===== src/rtl/vga_frame_scanner.sv =====
// 640x480@60 VGA scanner: paces a 25 MHz pixel grid off the 50 MHz clock, reads
// the processed image from synchronous-read memory and drives the video DAC pins.
module vga_frame_scanner #(
  parameter int IMG_W  = 256,
  parameter int IMG_H  = 256,
  parameter int ADDR_W = 16,
  parameter int DATA_W = 8
) (
  input  logic              clk,
  input  logic              rst,
  input  logic              disp_en,
  output logic [ADDR_W-1:0] mem_addr,
  input  logic [DATA_W-1:0] mem_data,
  output logic [7:0]        r,
  output logic [7:0]        g,
  output logic [7:0]        b,
  output logic              hsync,
  output logic              vsync,
  output logic              n_sync,
  output logic              n_blanc,
  output logic              n25MHZCLK,
  output logic              frame_start
);

  localparam logic [9:0] H_LAST    = 10'd799;
  localparam logic [9:0] V_LAST    = 10'd524;
  localparam logic [9:0] H_VIS     = 10'd640;
  localparam logic [9:0] V_VIS     = 10'd480;
  localparam logic [9:0] HS_FIRST  = 10'd656;
  localparam logic [9:0] HS_LAST   = 10'd751;
  localparam logic [9:0] VS_FIRST  = 10'd490;
  localparam logic [9:0] VS_LAST   = 10'd491;
  localparam logic [9:0] IMG_W_C   = 10'(IMG_W);
  localparam logic [9:0] IMG_H_C   = 10'(IMG_H);
  localparam int         PIX_PAD   = 8 - DATA_W;

  logic              toggle_r;
  logic [9:0]        h_cnt_r;
  logic [9:0]        v_cnt_r;
  logic [9:0]        h_nxt_s;
  logic [9:0]        v_nxt_s;
  logic              wrap_s;
  logic              pix_en_s;
  logic              visible_s;
  logic              hs_n_s;
  logic              vs_n_s;
  logic              in_img_s;
  logic [ADDR_W-1:0] addr_s;
  logic              hs1_r;
  logic              vs1_r;
  logic              vis1_r;
  logic              img1_r;
  logic [7:0]        pixel_s;
  logic [7:0]        colour_s;

  assign pix_en_s  = toggle_r;
  assign n25MHZCLK = toggle_r;
  assign n_sync    = 1'b0;

  // Next raster position; v advances only when h wraps.
  always_comb begin
    h_nxt_s = h_cnt_r;
    v_nxt_s = v_cnt_r;
    wrap_s  = 1'b0;
    if (pix_en_s) begin
      if (h_cnt_r == H_LAST) begin
        h_nxt_s = 10'd0;
        if (v_cnt_r == V_LAST) begin
          v_nxt_s = 10'd0;
          wrap_s  = 1'b1;
        end else begin
          v_nxt_s = v_cnt_r + 10'd1;
        end
      end else begin
        h_nxt_s = h_cnt_r + 10'd1;
      end
    end else begin
      h_nxt_s = h_cnt_r;
      v_nxt_s = v_cnt_r;
    end
  end

  // Timing decode and pixel formatting.
  always_comb begin
    visible_s = (h_cnt_r < H_VIS) && (v_cnt_r < V_VIS);
    hs_n_s    = !((h_cnt_r >= HS_FIRST) && (h_cnt_r <= HS_LAST));
    vs_n_s    = !((v_cnt_r >= VS_FIRST) && (v_cnt_r <= VS_LAST));
    in_img_s  = (h_cnt_r < IMG_W_C) && (v_cnt_r < IMG_H_C);
    addr_s    = ADDR_W'(v_cnt_r) * ADDR_W'(IMG_W) + ADDR_W'(h_cnt_r);
    pixel_s   = 8'(mem_data) << PIX_PAD;
    if (vis1_r && img1_r && disp_en) begin
      colour_s = pixel_s;
    end else begin
      colour_s = 8'd0;
    end
  end

  // Pixel-rate divider and raster counters.
  always_ff @(posedge clk or posedge rst) begin
    if (rst) begin
      toggle_r <= 1'b0;
      h_cnt_r  <= 10'd0;
      v_cnt_r  <= 10'd0;
    end else begin
      toggle_r <= ~toggle_r;
      h_cnt_r  <= h_nxt_s;
      v_cnt_r  <= v_nxt_s;
    end
  end

  // Stage 1: issue the read and carry the decode alongside it; the address
  // holds outside the image so it never leaves the memory's range.
  always_ff @(posedge clk or posedge rst) begin
    if (rst) begin
      mem_addr <= '0;
      hs1_r    <= 1'b1;
      vs1_r    <= 1'b1;
      vis1_r   <= 1'b0;
      img1_r   <= 1'b0;
    end else if (pix_en_s) begin
      if (in_img_s) begin
        mem_addr <= addr_s;
      end else begin
        mem_addr <= mem_addr;
      end
      hs1_r  <= hs_n_s;
      vs1_r  <= vs_n_s;
      vis1_r <= visible_s;
      img1_r <= in_img_s;
    end else begin
      mem_addr <= mem_addr;
    end
  end

  // Stage 2: syncs, blank and colour leave together so they stay aligned.
  always_ff @(posedge clk or posedge rst) begin
    if (rst) begin
      hsync   <= 1'b1;
      vsync   <= 1'b1;
      n_blanc <= 1'b0;
      r       <= 8'd0;
      g       <= 8'd0;
      b       <= 8'd0;
    end else if (pix_en_s) begin
      hsync   <= hs1_r;
      vsync   <= vs1_r;
      n_blanc <= vis1_r;
      r       <= colour_s;
      g       <= colour_s;
      b       <= colour_s;
    end else begin
      hsync   <= hsync;
      vsync   <= vsync;
      n_blanc <= n_blanc;
    end
  end

  // Frame marker: one clk wide, following the raster wrap.
  always_ff @(posedge clk or posedge rst) begin
    if (rst) begin
      frame_start <= 1'b0;
    end else begin
      frame_start <= wrap_s;
    end
  end

endmodule

===== config.mk =====
export PLATFORM = sky130hd
export DESIGN_NAME = vga_frame_scanner
export DESIGN_NICKNAME = d
export VERILOG_FILES = /design/src/rtl/vga_frame_scanner.sv
export SDC_FILE = /design/constraint.sdc
export NUM_CORES = 1
export LEC_CHECK = 0
export CAP_MARGIN = 20
export CORE_MARGIN = 5
export CORE_UTILIZATION = 40
export DETAILED_ROUTE_END_ITERATION = 16
export PLACE_DENSITY = 0.65
export SETUP_SLACK_MARGIN = 0.3
export SYNTH_ARGS = -nofsm -noshare
export SYNTH_HDL_FRONTEND = slang
export SYNTH_SLANG_ARGS = --single-unit

===== constraint.sdc =====
create_clock -name clk -period 1.75 [get_ports clk]
set_input_delay 0.2625 -clock clk [delete_from_list [all_inputs] [get_ports clk]]
set_output_delay 0.2625 -clock clk [all_outputs]
set_load 0.03 [all_outputs]

==> metrics.md, run 1 <==
| Metric | Value |
|---|---|
| Area leader, netlist | dfrtp_1 |
| Ys Warns | 0 |
| Area Overhead vs Synth | 39.8% |
| # fillers | 554 |
| GRT Util Overall | 0.148 |
| Mean Syn Cell Area | ~11 µm² |
| Worst min path class | in2async |
| # setup viols final | 0 |
| Req. time, crit path | 1.95 ns |
| Primary FF master, synth | dfrtp_1 |
| Fmax | 600 MHz |
| Synth top cells by count | 49 x dfrtp_1, 18 x buf_4, 18 x nor2_1 |
| Top Layer Used | met4 |
| Vias post-DR | 1973 |
| Dpl hpwl | 4.22 mm |
| Final core occ | 0.579 |
| WP buf/inv | 1 |
| Design area | 0.00369 mm² |
| Max Slew Vio Count | 0 |
| Setup crit end kind | flop |
| Core Region | 0.00639 mm² |
| Row count | 29 |
| Layout Cells excl Fill | 388 |
| Grt total ovfl | 0 |
| Post-Syn Area | ~0.0026 mm² |
| #FFs+latches synth | 53 |
| Port-buffer cells | between 50 and 60 |
| Worst path slowest cell | or4_4 |
| Final nets | roughly 330 |
| RSZ-0062 raised after global routing | yes |
| DRT antenna net count | 0 |
| Sequential area share after synthesis | 0.504 |
| Total power | 2.09 mW |
| Layout cells sized above 1 | 0.370 |
| Mapped Nets | between 200 and 300 |
| Setup WS pre-CTS | around 0.034 ns |
| Most frequent cell after synthesis | dfrtp_1 |
| Total leakage power | approximately 1.8 nW |
| Cell count after placement | between 300 and 400 |
| Crit path cell chain | inv_4, ha_4, nand4_1, or4_4, nor2_4, nor3_2 |
| Max Cap Violations | 0 |
| Synth unique cells | 43 |
| Wl on met1 | 2.79 mm |
| Area post-placement | 0.00333 mm² |
| Die ar. | 0.00834 mm² |
| Status | finished clean |
| EDFF count, synth | 0 |
| CP startpoint | v_cnt_r[1] |
| Ports | 57 |
| Pin count of the biggest net entering global routing | 26 |
| Num CTS Buffers | 5 |
| Initial Util | 0.414 |
| Routed WL | between 6 and 7 mm |
| First-pass GRT wire length | 10.1 mm |
| WL met3 | about 340 µm |
| Final hold vios | 0 |
| CP Data Arrival Time | 1.87 ns |
| Starting DRC count in detailed routing | 72 |
| Worst setup path class | reg2reg |
| Final setup TNS | 0 ns |
| Min Tclk post-route | roughly 1.7 ns |
| Routed len/inst | 15.8 µm |
| Vias in the first global route | 1958 |
| GP Congestion | 0.798 |
| N_diodes | 0 |
| Worst Hold Slack | about 0.3 ns |
| Vias per std cell | about 5 |
| Startpoint Class | flop |
| Clk slew on worst S/H paths | approximately 0.1 ns |
| Setup slack after layout | 0.0835 ns |
| Worst r2r src | v_cnt_r[1] |
| Drt drc | 0 |
| Crit Path Max Fanout | 5 |
| CP peak stage delay | 0.55 ns |
| Mapped Cells | 234 |
| Synth area leaders | dfrtp_1 46%, mux2_2 5.5%, buf_4 5.1% |
| Met2 wire len | approximately 2.9 mm |
| Top-area cell type share of the netlist area | 0.464 |
| Post-CTS Hold Buffers | 0 |
| Die Ht | just over 90 µm |
| Clock Tree Buf Depth | 2 |
| DR pass1 iterations | 4 |
| CTS Root Cell | clkbuf_8 |
| Fin crit share | 0.952 |
| Synth async-reset ratio | 1.00 |
| IR drop worst, VDD | 0.000294 V |
| CTS tree | done |
| Layout Skew | 0.0108 ns |
| Htree depth | 2 |
| Power Dens Cells | 565 mW/mm² |
| Delay-heaviest family, CP | simple AND/OR/NAND/NOR gates |
| Worst skew pair latency | 0.31 ns |
| Clock sink count | 53 |
| Initial antenna violation count | 0 |
| Die width | 91.3 µm |
metal layers:
metal,up-vias,global-route usage
met4,0,0.0477
li1,939,-
met3,6,0.0331
met2,53,0.240
met1,975,0.198
met5,-,0
layout make-up:
class	instances	area, µm²	share of cell area
Sequential cell	53	1340	0.363
Multi-Input combinational cell	142	1260	0.341
Inverter	11	50.0	0.0135
Tap cell	77	96.3	0.0261
Clock inverter	2	10.0	0.00271
Timing Repair Buffer	97	865	0.234
Clock buffer	6	72.6	0.0196
worst register-to-register path, cell delays in order (launching register included):
cell	delay [ns]
dfrtp_2	0.45
inv_4	0.09
ha_4	0.12
nand4_1	0.10
or4_4	0.55
nor2_4	0.19
nor3_2	0.06
state kept, by name, summed over array words and instances (netlist names):
name / flops
mem_addr: 16
h_cnt_r: 10
vsync: 1
n25MHZCLK: 1
vis1_r: 1
frame_start: 1
b: 8
img1_r: 1
v_cnt_r: 10
n_blanc: 1
vs1_r: 1
hs1_r: 1
hsync: 1
where the power goes:
part | internal (mW) | switching [mW]
clock | 0.279 | 0.400
combinational | 0.0601 | 0.105
sequential | 1.23 | 0.00815
worst paths after layout:
check / end / slack, ns / cells after the start
min: n25MHZCLK / 0.29 / 2
max: v_cnt_r[9] / 0.08 / 6
max reg2reg: v_cnt_r[9] / 0.08 / 6
min reg2reg: hs1_r / 0.50 / 2
max in group asynchronous: hsync / 0.92 / 3
min in group clk: hs1_r / 0.50 / 2
layout by cell type, fill, tap and decap left out, drive strengths merged, types with 2 or more instances in the layout:
cell type and instances:
nand2 9, dlygate4sd2 42, nor3 3, or3 2, mux2 13, nor2 19, nand3 13, clkdlybuf4s15 2
xor2 7, clkinv 2, buf 42, dfstp 4, nor4b 2, xnor2 12, dfrtp 49, a21oi 7
clkdlybuf4s50 10, a21o 3, inv 10, nand4 6, o21ai 9, ha 6, nor4 4, and4 5
a22o 8, clkbuf 7, mux2i 3
repair_timing:
| item | CTS | global route |
|---|---|---|
| buffers inserted | 11 | 9 |
| pin swaps | 14 | 19 |
| resized for setup | 78 | 22 |
| endpoints found under the setup margin | 70 | 33 |
cells by family (layout without fill, tap and decap cells):
logic type | after synthesis | after routing | share of synthesized area
AND/OR/NAND/NOR | 71 | 71 | 0.175
flip-flops | 53 | 53 | 0.504
buffers and inverters | 39 | 116 | 0.0838
AO/OA/AOI/OAI | 28 | 28 | 0.0677
XOR/XNOR | 19 | 19 | 0.0658
multiplexers | 16 | 16 | 0.0667
adder cells (fa/ha/maj) | 7 | 7 | 0.0360
other | 1 | 1 | 0.00142
No activity file was read; power rests on OpenSTA's default activity.
==> run 2, diff against run 1 <==
--- a/config.mk
+++ b/config.mk
@@ -8,6 +8,7 @@
 export CAP_MARGIN = 20
 export CORE_MARGIN = 5
 export CORE_UTILIZATION = 40
+export CTS_BUF_LIST = sky130_fd_sc_hd__clkbuf_8
 export DETAILED_ROUTE_END_ITERATION = 16
 export PLACE_DENSITY = 0.65
 export SETUP_SLACK_MARGIN = 0.3
==> run 2 against run 1 <==
- maximum frequency unchanged
- flip-flop and latch count unchanged
- die area unchanged
- largest power group unchanged
- critical path type unchanged
- highest routed layer unchanged
- largest cell class unchanged
- total power decreased by 0.27%
- hold slack barely moved
- critical endpoint unchanged
- critical path depth stayed put
==> metrics.md, run 2 (synthesized netlist as in run 1, its figures left out) <==
| Metric | Value |
|---|---|
| Status | finished clean |
| DR pass1 iterations | 4 (unchanged) |
| Area Overhead vs Synth | 39.8% (unchanged) |
| CTS Root Cell | clkbuf_8 |
| Worst min path class | in2async |
| Die Ht | 91.3 µm (unchanged) |
| Layout cells sized above 1 | 0.370 (unchanged) |
| Die ar. | 0.00834 mm² (unchanged) |
| Core Region | 0.00639 mm² (unchanged) |
| Most frequent cells in the layout | 42 x dlygate4sd2_1, 41 x dfrtp_1, 30 x buf_4, 12 x nor2_1, 11 x buf_6 |
| Setup crit end kind | flop |
| Sw frac | 0.247 (+0.000758) |
| Drt drc | 0 (unchanged) |
| IR drop worst, VDD | 0.000294 V (unchanged) |
| Fin crit share | 0.952 (unchanged) |
| R2r setup slk | 0.08 ns (about the same) |
| Vias in the first global route | 1958 (unchanged) |
| Clock Tree Buf Depth | 2 (unchanged) |
| Routed WL | 6.11 mm (about the same) |
| Clk pwr share | 0.324 (about the same) |
| # setup viols final | 0 (unchanged) |
| Dpl hpwl | 4.22 mm (unchanged) |
| Vias per std cell | 5.09 (unchanged) |
| Setup WS pre-CTS | 0.0337 ns (unchanged) |
| Htree depth | 2 (unchanged) |
| N_diodes | 0 (unchanged) |
| Min Tclk post-route | 1.67 ns (unchanged) |
| CTS tree | done |
| Startpoint Class | flop |
| Switching Power | 0.514 mW (about the same) |
| Routed len/inst | 15.7 µm (about the same) |
| Worst skew pair latency | 0.31 ns (about the same) |
| Num CTS Buffers | 5 (unchanged) |
| Grt total ovfl | 0 (unchanged) |
| # fillers | 554 (unchanged) |
| Power Dens Cells | 563 mW/mm² (-0.27%) |
| Seq pwr share | 0.597 (+0.002) |
| Final nets | 328 (unchanged) |
| Req. time, crit path | 1.95 ns (about the same) |
| Max reg flops | 16 (unchanged) |
| Row count | 29 (unchanged) |
| Ports | 57 (unchanged) |
| Worst setup path class | reg2reg |
| Layout Skew | 0.0106 ns (-0.000130 ns) |
| Initial antenna violation count | 0 (unchanged) |
| GP Congestion | 0.798 (unchanged) |
| DRT antenna net count | 0 (unchanged) |
| Initial Util | 0.414 (unchanged) |
| Clock sink count | 53 (unchanged) |
| Most flop-heavy register | mem_addr |
| Port-buffer cells | 55 (unchanged) |
| CP Data Arrival Time | 1.87 ns (about the same) |
| Max Slew Vio Count | 0 (unchanged) |
| Commonest non-fill, non-tap cell in the layout | dlygate4sd2_1 |
| Starting DRC count in detailed routing | 69 (-4.2%) |
| Pint | 1.57 mW (-0.37%) |
| Die width | 91.3 µm (unchanged) |
| Crit Path Max Fanout | 5 (unchanged) |
| Vias post-DR | 1973 (unchanged) |
| Combinational share of power | 0.080 (about the same) |
| Clk slew on worst S/H paths | 0.10 ns (about the same) |
| Total leakage power | 1.77 nW (+0.23%) |
| RSZ-0062 raised after global routing | yes |
| First-pass GRT wire length | 10.1 mm (unchanged) |
| Design area | 0.00369 mm² (unchanged) |
| Fmax | 600 MHz (unchanged) |
| Setup slack after layout | 0.0835 ns (unchanged) |
| Pin count of the biggest net entering global routing | 26 (unchanged) |
| Largest registers | mem_addr x16, h_cnt_r x10, v_cnt_r x10 |
| Max Cap Violations | 0 (unchanged) |
| Final setup TNS | 0 ns (unchanged) |
| Final hold vios | 0 (unchanged) |
| GRT Util Overall | 0.148 (unchanged) |
| Area post-placement | 0.00333 mm² (unchanged) |
## run 2: cell types whose count changed in the layout (fill, tap and decap cells not counted), sizes merged
cell and change:
inv +1, clkbuf -1
## run 2: per-layer routing
layer	vias up	track usage	routed length, µm
met1	975	0.198	2790
met5	-	0	0
li1	939	-	-
met4	0	0.0477	82
met2	53	0.240	2900
met3	6	0.0331	339
## run 2: layout make-up
class / instances / area [µm²] / share of cell area
Clock buffer: 5 / 68.8 / 0.0186
Clock inverter: 3 / 13.8 / 0.00373
Inverter: 11 / 50.0 / 0.0135
Multi-Input combinational cell: 142 / 1260 / 0.341
Sequential cell: 53 / 1340 / 0.363
Tap cell: 77 / 96.3 / 0.0261
Timing Repair Buffer: 97 / 865 / 0.234
## run 2: worst paths after layout
check | depth (start not counted) | endpoint | startpoint
worst min register to register | 2 | hs1_r | hs1_r
worst min-delay path | 2 | n25MHZCLK | rst
worst max register to register | 6 | v_cnt_r[9] | v_cnt_r[1]
worst max-delay path | 6 | v_cnt_r[9] | v_cnt_r[1]
max in group asynchronous | 3 | hsync | rst
min in group clk | 2 | hs1_r | hs1_r
## run 2: what timing repair did
item                       4_1_cts  5_1_grt
pin swaps                       14       19
hold buffers                     0        0
gates resized for setup         78       22
buffers inserted                11        9
setup endpoints to repair       70       33
## run 2: worst max-delay path, stage by stage (launching register included)
cell and delay [ns]:
dfrtp_2 0.45, inv_4 0.09, ha_4 0.11, nand4_1 0.10
or4_4 0.55, nor2_4 0.19, nor3_2 0.06
## run 2: stage by stage
stage,util,hold WS [ns],instances,power [mW]
2_1_floorplan,-,0.322,234,1.39
3_3_place_gp,0.521,0.462,360,1.45
3_5_place_dp,0.521,0.478,360,1.46
4_1_cts,0.557,0.306,379,2.10
5_1_grt,0.579,0.323,388,2.16
6_report,0.579,0.291,388,2.08
## run 2: power groups by stage
stage               combinational, mW  clock (mW)  sequential, mW
detailed placement              0.189           0            1.27
floorplan                       0.101           0            1.29
CTS                             0.169       0.692            1.24
global route                    0.178       0.737            1.24
global placement                0.188           0            1.27
finish                          0.165       0.673            1.24
